File: src/rtl/shared_divmod_sched.sv
`default_nettype none
// ============================================================================
// Module   : shared_divmod_sched
// Purpose  : Round-robin scheduler sharing one restoring divide/modulo unit
//            between NREQ requesters; returns quotient and remainder together.
// Revision : 1.0 - initial release
// ============================================================================
module shared_divmod_sched #(
  parameter int DATAWIDTH = 64,
  parameter int NREQ      = 4
) (
  input  logic                      Clk,
  input  logic                      Rst,
  input  logic [NREQ-1:0]           Req,
  input  logic [NREQ*DATAWIDTH-1:0] ReqDividend,
  input  logic [NREQ*DATAWIDTH-1:0] ReqDivisor,
  output logic [NREQ-1:0]           Grant,
  output logic [NREQ-1:0]           Done,
  output logic [DATAWIDTH-1:0]      Quot,
  output logic [DATAWIDTH-1:0]      Rem,
  output logic                      DivZero,
  output logic                      Busy
);

  localparam int c_PW = (NREQ > 1) ? $clog2(NREQ) : 1;
  localparam int c_CW = $clog2(DATAWIDTH + 1);

  typedef enum logic [1:0] {
    IDLE = 2'd0,
    CALC = 2'd1,
    FIN  = 2'd2
  } state_t;

  state_t               r_state, w_state_nxt;
  logic [c_PW-1:0]      r_last, w_last_nxt;
  logic [c_PW-1:0]      r_owner, w_owner_nxt;
  logic [DATAWIDTH-1:0] r_dvd, w_dvd_nxt;
  logic [DATAWIDTH-1:0] r_dvs, w_dvs_nxt;
  logic [DATAWIDTH-1:0] r_acc, w_acc_nxt;
  logic [c_CW-1:0]      r_cnt, w_cnt_nxt;
  logic [NREQ-1:0]      w_grant_nxt, w_done_nxt;
  logic [DATAWIDTH-1:0] w_quot_nxt, w_rem_nxt;
  logic                 w_dz_nxt, w_busy_nxt;

  // Round-robin search starting just after the last granted requester
  logic                 w_found;
  logic [c_PW-1:0]      w_sel, w_cand;
  logic [NREQ-1:0]      w_sel_oh;
  logic [DATAWIDTH-1:0] w_sel_dvd, w_sel_dvs;

  always_comb begin
    w_found = 1'b0;
    w_sel   = '0;
    w_cand  = '0;
    for (int k = 1; k <= NREQ; k++) begin
      w_cand = c_PW'((int'(r_last) + k) % NREQ);
      if (!w_found && Req[w_cand]) begin
        w_found = 1'b1;
        w_sel   = w_cand;
      end
    end
  end

  assign w_sel_oh  = NREQ'(1) << w_sel;
  assign w_sel_dvd = ReqDividend[w_sel*DATAWIDTH +: DATAWIDTH];
  assign w_sel_dvs = ReqDivisor[w_sel*DATAWIDTH +: DATAWIDTH];

  // One restoring step; the subtractor's borrow bit decides the quotient bit
  logic [DATAWIDTH:0]   w_acc_sh, w_diff;
  logic                 w_ge;
  logic [DATAWIDTH-1:0] w_acc_new, w_dvd_new;

  assign w_acc_sh  = {r_acc, r_dvd[DATAWIDTH-1]};
  assign w_diff    = w_acc_sh - {1'b0, r_dvs};
  assign w_ge      = ~w_diff[DATAWIDTH];
  assign w_acc_new = w_ge ? w_diff[DATAWIDTH-1:0] : w_acc_sh[DATAWIDTH-1:0];
  assign w_dvd_new = {r_dvd[DATAWIDTH-2:0], w_ge};

  always_comb begin
    w_state_nxt = r_state;
    w_last_nxt  = r_last;
    w_owner_nxt = r_owner;
    w_dvd_nxt   = r_dvd;
    w_dvs_nxt   = r_dvs;
    w_acc_nxt   = r_acc;
    w_cnt_nxt   = r_cnt;
    w_grant_nxt = '0;
    w_done_nxt  = '0;
    w_quot_nxt  = Quot;
    w_rem_nxt   = Rem;
    w_dz_nxt    = DivZero;
    case (r_state)
      IDLE: begin
        if (w_found) begin
          w_grant_nxt = w_sel_oh;
          w_owner_nxt = w_sel;
          w_last_nxt  = w_sel;
          w_dvd_nxt   = w_sel_dvd;
          w_dvs_nxt   = w_sel_dvs;
          w_acc_nxt   = '0;
          w_cnt_nxt   = c_CW'(DATAWIDTH);
          if (w_sel_dvs != '0) begin
            w_state_nxt = CALC;
          end else begin
            w_state_nxt = FIN;
            w_done_nxt  = w_sel_oh;
            w_quot_nxt  = '1;
            w_rem_nxt   = w_sel_dvd;
            w_dz_nxt    = 1'b1;
          end
        end
      end
      CALC: begin
        // Quotient bits shift into the dividend register as it empties
        w_dvd_nxt = w_dvd_new;
        w_acc_nxt = w_acc_new;
        w_cnt_nxt = r_cnt - c_CW'(1);
        if (r_cnt == c_CW'(1)) begin
          w_state_nxt = FIN;
          w_done_nxt  = NREQ'(1) << r_owner;
          w_quot_nxt  = w_dvd_new;
          w_rem_nxt   = w_acc_new;
          w_dz_nxt    = 1'b0;
        end
      end
      FIN:     w_state_nxt = IDLE;
      default: w_state_nxt = IDLE;
    endcase
    w_busy_nxt = (w_state_nxt != IDLE);
  end

  always_ff @(posedge Clk) begin
    if (Rst) begin
      r_state <= IDLE;
      r_last  <= c_PW'(NREQ - 1);
      r_owner <= '0;
      r_dvd   <= '0;
      r_dvs   <= '0;
      r_acc   <= '0;
      r_cnt   <= '0;
      Grant   <= '0;
      Done    <= '0;
      Quot    <= '0;
      Rem     <= '0;
      DivZero <= 1'b0;
      Busy    <= 1'b0;
    end else begin
      r_state <= w_state_nxt;
      r_last  <= w_last_nxt;
      r_owner <= w_owner_nxt;
      r_dvd   <= w_dvd_nxt;
      r_dvs   <= w_dvs_nxt;
      r_acc   <= w_acc_nxt;
      r_cnt   <= w_cnt_nxt;
      Grant   <= w_grant_nxt;
      Done    <= w_done_nxt;
      Quot    <= w_quot_nxt;
      Rem     <= w_rem_nxt;
      DivZero <= w_dz_nxt;
      Busy    <= w_busy_nxt;
    end
  end

endmodule
`default_nettype wire
File: config.mk
export PLATFORM = sky130hd
export DESIGN_NAME = shared_divmod_sched
export DESIGN_NICKNAME = d
export VERILOG_FILES = /design/src/rtl/shared_divmod_sched.sv
export SDC_FILE = /design/constraint.sdc
export NUM_CORES = 1
export LEC_CHECK = 0
export CORE_AREA = 4 4 250 252
export DETAILED_ROUTE_END_ITERATION = 8
export DIE_AREA = 0 0 254 256
export PLACE_DENSITY_LB_ADDON = 0.12
export SETUP_SLACK_MARGIN = 0.02
export SLEW_MARGIN = 20
export SYNTH_ARGS = -nofsm -noshare
export SYNTH_HDL_FRONTEND = slang
export SYNTH_SLANG_ARGS = --single-unit
File: constraint.sdc
create_clock -name Clk -period 8.05 [get_ports Clk]
set_clock_uncertainty 0.05 [all_clocks]
set_input_delay 2.415 -clock Clk [delete_from_list [all_inputs] [get_ports Clk]]
set_output_delay 2.415 -clock Clk [all_outputs]
set_load 0.03 [all_outputs]
==> metrics, run 1 <==
endpoint class of the critical path=flop; Clk Tree Root Cell=sky130_fd_sc_hd__clkbuf_16; post-cts resize count=0; GRT Util Overall=30.8%; buffers inserted during post-CTS setup optimization=0; leakage component of the power=11.8 nW; run status=completed; MaxCap Viol Count=0; Post-Route WL=106 mm; Die Footprint=65,000 sq um; layout overhead on the synthesized area=37.9%; height of the die=256 microns; wire length of the first global-routing pass=155 mm; proportion of synthesized chip area in sequential cells=31.5%; largest net degree at the start of global routing=99; total negative setup slack=0 ns; hold bufs inserted after CTS=0; number of distinct standard cells referenced by the synthesized netlist=76; clock insertion delay at the later pin of the skew report=0.57 ns; num ports=656; overall power=7.43 mW; post-synthesis register bit count=343; clk buf depth=3; cells along the critical path=clkdlybuf4s50_1 -> o21ai_0 -> nand3_4 -> buf_4 -> buf_4 -> a211oi_1 -> o22ai_1 -> nor4_1 -> and4_1 -> nand4_4 -> nand2_4 -> buf_12 -> nor2_1 -> a311oi_1; dominant cell type by count on the critical path=sky130_fd_sc_hd__buf_4; total buffers and inverters traversed by the critical path=4; Post-synth top flop=sky130_fd_sc_hd__dfxtp_1; via count of the first global-routing pass=24.5k; Avg Vias per Cell=5.74; Peak VDD IR=0.000130 V; post-route clock period utilization=83.8%; measured slew at the worst slew-check pin=0.951 ns; Syn Area/Cell=7.05 sq um; die width=254 microns; Post-Synthesis Net Count=3,681; Clock Pin Slew Worst Setup and Hold Paths=0.07 ns; weighted congestion at the end of routability-driven global placement=0.971; Synth top area share=31.5%; CTS HTree Levels=2; Yosys Warn Count=0; Critical Path AT=7.18 ns; cell family with most CP delay=simple AND/OR/NAND/NOR gates; post-detailed-route count of antenna-violating nets=0; effective utilization at floorplan=36.3%; count of input and output buffers=655; CP peak stage delay=0.50 ns; min cycle time layout=6.75 ns; share of final-layout standard cells stronger than drive strength 1=4.95%; data required time at the worst endpoint=8.48 ns; final core utilization=50.0%; cell with the most instances after synthesis=sky130_fd_sc_hd__nand2_1; master of the slowest instance on the critical path=sky130_fd_sc_hd__nor4_1; count of flip-flops with a built-in enable after synthesis=0; slack of the worst reg-to-reg path=2.20 ns; top cells by area, synth=sky130_fd_sc_hd__dfxtp_1, sky130_fd_sc_hd__nand2_1, sky130_fd_sc_hd__a211oi_1; headroom to the max-slew limit=35.0%; Inserted Clock Buffers=39; final net count=4,154; unrepaired setup endpoints after global routing=no; DPL Wire Length=84.6 mm; Worst Path Class, Setup=input port to flop; Sinks on Clock Net=343; Final Slew Violations=0; DR iter-0 viols=2,162; TritonCTS clock tree=built; leading area contributor after synthesis=sky130_fd_sc_hd__dfxtp_1; placeable core area=60,100 sq um; Cells after Synth=3,096; average wire per standard cell=24.3 microns; number of detailed-routing iterations run before antenna repair=6; initial antenna violation count=1; Post-synth ARST share=0%; Final Setup Violations=0; worst hold path class=flop to flop; most numerous cell types in the synthesized netlist=sky130_fd_sc_hd__nand2_1, sky130_fd_sc_hd__dfxtp_1, sky130_fd_sc_hd__nor2_1; cell area after technology mapping=21,800 sq um; number of placement rows=90; critical path launch point type=input port; vias=25.2k; maximum achievable frequency=148 MHz; number of fill cells in the layout=5,932; top fanout value on the critical path=81; grt ovf=0; Pwr Density=247 nW/um^2; final routed DRC violation total=0; final hold viol count=0
[logic make-up (layout without fill, tap and decap cells)]
| group | Yosys count | in the layout | share of synthesized area (%) |
|---|---|---|---|
| and+or+nand+nor | 1453 | 1453 | 29.6 |
| DFF | 343 | 343 | 31.5 |
| other | 0 | 2 | 0 |
| AOI/OAI and AO/OA | 783 | 783 | 24.0 |
| buffers and inverters | 348 | 849 | 6.45 |
| xor gates and xnor gates | 58 | 58 | 2.33 |
| muxes | 44 | 44 | 2.21 |
| adders and majority gates | 67 | 67 | 3.88 |
[registers in the layout, indices dropped and copies added, names as in the netlist, 2 cells and up]
signal	flops
r_state	2
Quot	64
r_owner	2
r_acc	64
r_dvd	64
Done	4
Grant	4
r_last	2
r_dvs	64
Rem	64
r_cnt	7
[worst min-delay path: stages, from the launching register on]
cell and delay [ns]:
sky130_fd_sc_hd__dfxtp_1 0.31, sky130_fd_sc_hd__nand2_1 0.05, sky130_fd_sc_hd__a21oi_1 0.05
[cells in the final DEF, fill, tap and decap left out, types with 31 or more instances in the layout]
cell,instances
sky130_fd_sc_hd__buf_4,31
sky130_fd_sc_hd__or3_1,33
sky130_fd_sc_hd__a21oi_1,216
sky130_fd_sc_hd__o21ai_0,72
sky130_fd_sc_hd__dfxtp_1,343
sky130_fd_sc_hd__and3_1,109
sky130_fd_sc_hd__clkdlybuf4s50_1,654
sky130_fd_sc_hd__inv_1,85
sky130_fd_sc_hd__mux2_2,32
sky130_fd_sc_hd__clkbuf_16,40
sky130_fd_sc_hd__a311oi_1,65
sky130_fd_sc_hd__nor2_1,310
sky130_fd_sc_hd__nand2_1,628
sky130_fd_sc_hd__ha_1,66
sky130_fd_sc_hd__a31oi_1,34
sky130_fd_sc_hd__nand3_1,218
sky130_fd_sc_hd__nor3_1,64
sky130_fd_sc_hd__xnor2_1,40
sky130_fd_sc_hd__a211oi_1,202
[worst paths after layout]
kind	depth (start not counted)	startpoint	end
max	14	Req[3]	Rem[23]
min reg2reg	2	r_dvs[16]	r_dvs[16]
min	2	r_dvs[16]	r_dvs[16]
max reg2reg	14	r_dvs[34]	Rem[36]
[through the flow]
step	hold slack (ns)	cells	setup slack [ns]	area, sq um
4_1_cts	0.406	4379	1.40	30100
2_1_floorplan	0.386	3096	2.60	21800
6_report	0.407	4381	1.30	30100
3_5_place_dp	0.394	4310	0.787	28700
3_3_place_gp	0.390	4310	0.879	28700
5_1_grt	0.422	4380	0.958	30100
[power by group]
group,internal [mW],switching (mW)
combinational,1.35,2.18
sequential,1.89,0.146
clock,1.10,0.757
[layout make-up]
| class | count | area (sq um) | share of cell area [%] |
|---|---|---|---|
| Inverter | 86 | 323 | 1.07 |
| Clock inverter | 12 | 165 | 0.549 |
| Antenna cell | 2 | 5.00 | 0.0166 |
| Multi-Input combinational cell | 2405 | 13600 | 45.3 |
| Sequential cell | 343 | 6870 | 22.8 |
| Timing Repair Buffer | 694 | 6950 | 23.1 |
| Clock buffer | 57 | 1160 | 3.87 |
| Tap cell | 782 | 978 | 3.25 |
[routing by layer]
metal  GRT usage, %  wire, microns
met3           6.04           8310
met2           52.2          49900
met4           11.8           4730
met1           38.5          43600
met5              0              0
Note: power is estimated with default switching activity, not from simulation.
==> run 2: changes to the inputs <==
--- a/config.mk
+++ b/config.mk
@@ -5,9 +5,9 @@
 export SDC_FILE = /design/constraint.sdc
 export NUM_CORES = 1
 export LEC_CHECK = 0
-export CORE_AREA = 4 4 250 252
+export CORE_AREA = 4 4 253 255
 export DETAILED_ROUTE_END_ITERATION = 8
-export DIE_AREA = 0 0 254 256
+export DIE_AREA = 0 0 257 259
 export PLACE_DENSITY_LB_ADDON = 0.12
 export SETUP_SLACK_MARGIN = 0.02
 export SLEW_MARGIN = 20
==> constraint.sdc (replaced) <==
create_clock -name Clk -period 6.9 [get_ports Clk]
set_clock_uncertainty 0.05 [all_clocks]
set_input_delay 2.07 -clock Clk [delete_from_list [all_inputs] [get_ports Clk]]
set_output_delay 2.07 -clock Clk [all_outputs]
set_load 0.03 [all_outputs]
==> metrics, run 2 (same netlist as run 1, synthesis figures left out) <==
run status=completed; post-cts resize count=0; final setup margin=0.797 ns; number of fill cells in the layout=6,110; via count of the first global-routing pass=24.3k; effective utilization at floorplan=35.4%; Peak VDD IR=0.000144 V; CTS HTree Levels=2; Avg Vias per Cell=5.67; weighted congestion at the end of routability-driven global placement=0.992; most common cell after layout, fill and taps aside=sky130_fd_sc_hd__clkdlybuf4s50_1; total negative setup slack=0 ns; maximum achievable frequency=164 MHz; endpoint class of the critical path=flop; worst hold path class=flop to flop; Pwr Density=283 nW/um^2; count of input and output buffers=655; Global Route met2 Usage=52.5%; final net count=4,163; measured slew at the worst slew-check pin=1.04 ns; Final Slew Violations=0; unrepaired setup endpoints after global routing=no; DR iter-0 viols=2,219; average wire per standard cell=24.2 microns; post-place setup slack=0.339 ns; initial antenna violation count=5; post-route clock period utilization=88.5%; number of placement rows=91; leading cell types in the layout, fill and taps excluded=sky130_fd_sc_hd__clkdlybuf4s50_1, sky130_fd_sc_hd__nand2_1, sky130_fd_sc_hd__dfxtp_1, sky130_fd_sc_hd__nor2_1, sky130_fd_sc_hd__nand3_1; met1 Resource Use GR=38.9%; Final Setup Violations=0; hold bufs inserted after CTS=0; post-detailed-route count of antenna-violating nets=0; Worst Hold Margin=0.403 ns; clk buf depth=3; data required time at the worst endpoint=7.31 ns; number of detailed-routing iterations run before antenna repair=6; grt ovf=0; Worst Path Class, Setup=input port to flop; layer carrying the most global-route usage=met2; largest net degree at the start of global routing=93; final routed DRC violation total=0; placed standard-cell area=28,900 sq um; leakage component of the power=11.8 nW; Critical Path AT=6.52 ns; die width=257 microns; Post-Route WL=108 mm; master of the slowest instance on the critical path=sky130_fd_sc_hd__nor4_1; final core utilization=48.8%; MaxCap Viol Count=0; Sinks on Clock Net=343; overall power=8.50 mW; CP peak stage delay=0.56 ns; Worst setup startpoint=Req[3]; height of the die=259 microns; beginning of the worst hold path=r_dvs[24]; Die Footprint=66,600 sq um; critical path launch point type=input port; Clock Pin Slew Worst Setup and Hold Paths=0.06 ns; final hold viol count=0; wire length of the first global-routing pass=157 mm; Post-Layout Inst Area=30,100 sq um; num ports=656; buffers inserted during post-CTS setup optimization=0; TritonCTS clock tree=built; headroom to the max-slew limit=30.5%; cells along the critical path=clkdlybuf4s50_1 -> nor2b_1 -> o21ai_1 -> nand3_4 -> buf_12 -> a211oi_1 -> o22ai_1 -> nor4_1 -> and4_1 -> nand4_4 -> nand2_4 -> buf_12 -> buf_12 -> nor2_1 -> a211oi_1; vias=25.2k; min cycle time layout=6.10 ns; DPL Wire Length=85.4 mm; Clk Tree Root Cell=sky130_fd_sc_hd__clkbuf_16; Final Non-Filler Cells=4,439; share of final-layout standard cells stronger than drive strength 1=4.92%; clock insertion delay at the later pin of the skew report=0.57 ns; Inserted Clock Buffers=38; GRT Util Overall=30.4%; placeable core area=61,600 sq um; layout overhead on the synthesized area=37.8%; count of placed standard cells including taps=4,375; top fanout value on the critical path=52; dominant cell type by count on the critical path=sky130_fd_sc_hd__buf_12; global-route met3 utilization=5.28%; Critical R2R Launch=r_dvs[34]
==> run 2: changes by cell type in the layout (fill, tap and decap cells not counted), sizes merged <==
| cell | previous run | this run |
|---|---|---|
| buf | 40 | 50 |
| clkbuf | 57 | 52 |
| clkinv | 4 | 7 |
| clkinvlp | 3 | 0 |
| bufinv | 3 | 1 |
| diode | 2 | 4 |
| inv | 88 | 86 |
==> run 2: worst max-delay path, delay by kind of cell <==
family,cells,cell delay [ns]
simple gates,7,2.08
buf+inv,4,1.26
compound gates,4,1.03
==> run 2: power breakdown <==
| group | total (mW) | internal [mW] | switching, mW |
|---|---|---|---|
| logic | 4.15 | 1.60 | 2.55 |
| clock network | 1.97 | 1.11 | 0.855 |
| registers | 2.38 | 2.21 | 0.175 |
| total | 8.50 | 4.92 | 3.58 |
==> run 2: final timing paths <==
check / end / slack, ns / cells after the start
worst max-delay path: Quot[48] / 0.80 / 15
worst min-delay path: r_dvs[24] / 0.40 / 2
worst max register to register: Rem[58] / 1.49 / 16
worst min register to register: r_dvs[24] / 0.40 / 2
==> run 2: cell type report <==
type                            count  area (sq um)  share of cell area, %
Multi-Input combinational cell   2405         13600                   45.3
Timing Repair Buffer              704          7040                   23.4
Sequential cell                   343          6870                   22.8
Clock buffer                       52          1060                   3.54
Tap cell                          837          1050                   3.48
Inverter                           86           323                   1.07
Clock inverter                      8          87.6                  0.291
Antenna cell                        4          10.0                 0.0333
==> run 2: metal layers <==
| layer | up-vias | share of wire, % |
|---|---|---|
| met3 | 128 | 6.6 |
| met2 | 1071 | 48 |
| met5 | - | 0 |
| met1 | 12000 | 42 |
| li1 | 12000 | - |
| met4 | 0 | 3.3 |
